$ cat config.mk
export PLATFORM = sky130hd
export DESIGN_NAME = posit_check_fifo
export DESIGN_NICKNAME = d
export VERILOG_FILES = /design/src/rtl/posit_check_fifo.sv
export SDC_FILE = /design/constraint.sdc
export NUM_CORES = 1
export LEC_CHECK = 0
export ABC_AREA = 1
export CORE_MARGIN = 3
export CORE_UTILIZATION = 55
export CTS_BUF_LIST = sky130_fd_sc_hd__clkbuf_4
export DETAILED_ROUTE_END_ITERATION = 7
export PLACE_DENSITY = 0.73
export SLEW_MARGIN = 20
export SYNTH_ARGS = -nofsm -noshare
export SYNTH_HDL_FRONTEND = slang
export SYNTH_SLANG_ARGS = --single-unit
$ cat constraint.sdc
create_clock -name clk -period 5.7 [get_ports clk]
set_input_delay 1.14 -clock clk [delete_from_list [all_inputs] [get_ports clk]]
set_output_delay 1.14 -clock clk [all_outputs]
set_load 0.01 [all_outputs]
$ cat src/rtl/posit_check_fifo.sv
// Synchronous FIFO holding expected posit values.
//   clk, srst : clock, synchronous active-high reset (clears pointers/count)
//   push      : write wdata (ignored when full)
//   pop       : discard head (ignored when empty)
//   wdata     : value to enqueue
//   head      : current head value, valid whenever count != 0; reflects the
//               queue state before this cycle's push
//   count     : number of stored entries, 0..DEPTH
module posit_check_fifo #(
  parameter int unsigned W     = 8,
  parameter int unsigned DEPTH = 16,
  parameter int unsigned CW    = $clog2(DEPTH) + 1
) (
  input  logic          clk,
  input  logic          srst,
  input  logic          push,
  input  logic          pop,
  input  logic [W-1:0]  wdata,
  output logic [W-1:0]  head,
  output logic [CW-1:0] count
);

  localparam int unsigned AW = $clog2(DEPTH);

  logic [W-1:0]  mem [DEPTH];
  logic [AW-1:0] wr_ptr_q, wr_ptr_d;
  logic [AW-1:0] rd_ptr_q, rd_ptr_d;
  logic [CW-1:0] count_q, count_d;
  logic          push_ok, pop_ok;

  assign push_ok = push && (count_q != CW'(DEPTH));
  assign pop_ok  = pop && (count_q != '0);

  // The head is consumed in the same cycle the result arrives, so it is read
  // asynchronously from the current read pointer.
  assign head  = mem[rd_ptr_q];
  assign count = count_q;

  always_comb begin
    wr_ptr_d = wr_ptr_q;
    rd_ptr_d = rd_ptr_q;
    count_d  = count_q;
    if (push_ok) wr_ptr_d = wr_ptr_q + AW'(1);
    if (pop_ok)  rd_ptr_d = rd_ptr_q + AW'(1);
    case ({push_ok, pop_ok})
      2'b10:   count_d = count_q + CW'(1);
      2'b01:   count_d = count_q - CW'(1);
      default: count_d = count_q;
    endcase
  end

  always_ff @(posedge clk) begin
    if (push_ok) mem[wr_ptr_q] <= wdata;
  end

  always_ff @(posedge clk) begin
    if (srst) begin
      wr_ptr_q <= '0;
      rd_ptr_q <= '0;
      count_q  <= '0;
    end else begin
      wr_ptr_q <= wr_ptr_d;
      rd_ptr_q <= rd_ptr_d;
      count_q  <= count_d;
    end
  end

endmodule

==> impl_metrics.yaml <==
pwr:
  clockPowerShare_pct: 23.3
  p_int_w: 0.00178
  power_density_nw_per_um2: 393
  seqPwrFrac_pct: 50.1
  vdd_ir_drop_max_v: 0.000278
  p_switching_w: 0.000862
  leakage_nw: 2.32
  switching_share_pct: 32.6
  p_comb_share_pct: 26.6
die:
  dieArea_sq_um: 12500
  pin_count: 25
  start_util_pct: 57.9
  core_sq_um: 10600
  die-width_um: 112
  die_h_um: 112
  rows: 37
worst_setup_path:
  critPathRequiredTime_ns: 4.56
  reg2reg_slack_ns: 3.44
  critical_path_class: "flop to output pin"
  startpoint_type: "flop"
  worstPathArrival_ns: 2.95
  cp_max_fo: 33
  cp-end-kind: "output pin"
logic_synthesis:
  syn-instance-count: 476
  synth_top_area_cell: "edfxtp_1"
  seq_area_frac_synth_pct: 68.1
  syn_area_per_cell_sq_um: 12.9
  synth_top_area_share_pct: 62.6
  syn_area_sq_um: 6140
  synth-edff-count: 128
  ys_warn_count: 0
  ys_ff_latch: 145
  synth_nets: 496
  yosysMostFrequentCell: "edfxtp_1"
  synth-async-reset-ratio_pct: 0
  ys_top_cells_by_count: "128 x edfxtp_1, 54 x inv_1, 37 x o21ai_0"
  synthTopCellsByArea: "edfxtp_1 63%, dfxtp_1 5.5%, mux2i_1 5.2%"
  synth_ff_type: "edfxtp_1"
  synth.distinct_cells: 34
timing:
  setup_violations: 0
  fmax_mhz: 244
  finalCriticalPeriod_ns: 4.09
  report.final.slew_viol_count: 0
  rsz0062_at_grt: "false"
  worstMarginPinSlew_ns: 1.08
  finalSetupTns_ns: 0
  skew_ns: 0.0112
  relSlewSlack_pct: 28.2
  hold_viol: 0
  final_min_period_over_clock_period_pct: 71.8
run_status:
  status: "complete, no violations"
layout:
  nets: 516
  areaGrowthSynthToFinish_pct: 9.33
  diodes: 0
  drive_above_1_share_pct: 9.82
  fin_util_pct: 63.4
clock_network:
  htreeDepth: 4
  tritoncts: "done"
  ctsResizeCount: 0
  cts_setup_buffers: 0
  cts_buffers: 17
  clock_latency_ns: 0.52
  clk_pin_slew_ns: 0.12
  clockBufferDepth: 2
  cts_root_buf: "clkbuf_4"
  cts_sinks: 145
  cts_hold_buf: 0
min_path:
  hp-class: "flop to flop"
placed_design:
  gp_congestion: 0.830
  portBuffers: 24
  dp_hpwl_um: 7690
grt:
  grt_use_met3_pct: 4.18
  grt_start_max_net_pins: 97
  met1_usage_pct: 26.7
  grt_first_pass_wirelength_um: 18900
  grt_overflow: 0
  grtUsageTotal_pct: 19.7
  antenna_found_initial: 0
  globalRouteMet2Util_pct: 32.2
  grt_pass1_vias: 3564
  top_usage_layer: "met2"
route:
  vias: 3628
  first_pass_iters: 5
  avgRoutedWirePerCell_um: 18.3
  viasPerCell: 5.62
  wl_um: 11800
  drt_iter0_markers: 256
  drc_errors: 0
  detail-route-antenna-nets: 0
flow_run:
  cap_violations: 0
## sequential cells by signal, summed over array words and instances, names as in the netlist, named ones only
signal    flops
count         5
mem         128
rd_ptr_q      4
wr_ptr_q      4
## per-stage QoR
step	hold slack, ns	worst slack, ns	power [W]	area (sq um)	cells
floorplan	0.501	3.31	0.00183	6140	476
detailed placement	0.530	2.16	0.00205	6440	613
finish	0.550	1.61	0.00264	6720	645
CTS	0.551	1.58	0.00266	6720	645
global route	0.601	1.40	0.00280	6720	645
global placement	0.516	2.25	0.00204	6440	613
## power groups by stage
| stage | sequential [W] | clock (W) | combinational, W |
|---|---|---|---|
| after floorplan | 0.00128 | 0 | 0.000554 |
| after global placement | 0.00135 | 0 | 0.000691 |
| after detailed placement | 0.00135 | 0 | 0.000704 |
| after CTS | 0.00133 | 0.000625 | 0.000708 |
| after global routing | 0.00134 | 0.000677 | 0.000785 |
| final | 0.00132 | 0.000616 | 0.000703 |
## cell type report
class / instances / area (sq um)
inverters: 57 / 219
clock buffers: 17 / 128
flip-flops and latches: 145 / 4190
clock inverters: 15 / 144
fillers: 826 / 3880
multi-input cells: 250 / 1620
well taps: 136 / 170
repair buffers: 25 / 248
## critical path, cell delays in order, from the launching register on
cell and delay [ns]:
dfxtp_1 0.32, buf_4 0.24, inv_1 0.76, o21ai_0 0.26
o211ai_1 0.28, nand2_1 0.08, clkdlybuf4s50_1 0.48
## cells in the final DEF, fill, tap and decap left out, types with 3 or more instances in the layout
cell type and instances:
clkinvlp_4 4, a21oi_1 34, a211oi_1 3, dfxtp_1 16, nand4_1 3, ha_1 8, nand3_2 3, edfxtp_1 128
inv_1 54, mux2i_1 32, clkbuf_4 17, nand3_1 18, o21ai_0 37, nor2_1 27, nand2_1 25, clkdlybuf4s50_1 24
clkinv_2 4, xor2_1 4, o211ai_1 32, nor3b_1 7, nand2_4 3
## logic make-up after synthesis
family,share of synthesized area (%)
fa+ha+maj,1.63
simple gates,8.00
mux,5.21
compound gates,10.7
buf+inv,5.52
flops,68.1
xor+xnor,0.835
## path summary, 6_finish.rpt
check | endpoint | from | depth (start not counted)
worst max-delay path | head[7] | flop | 6
worst max register to register | mem[11][4] | count[2] | 6
worst min register to register | wr_ptr_q[0] | wr_ptr_q[0] | 2
worst min-delay path | wr_ptr_q[0] | wr_ptr_q[0] | 2
## metal layers
metal / routed length [um] / vias to the layer above / part of all wire (%)
met5: 0 / - / 0
met4: 222 / 0 / 1.9
met3: 477 / 20 / 4.0
met2: 5830 / 86 / 49
met1: 5290 / 1764 / 45
li1: - / 1758 / -
(Power assumes the default switching activity.)
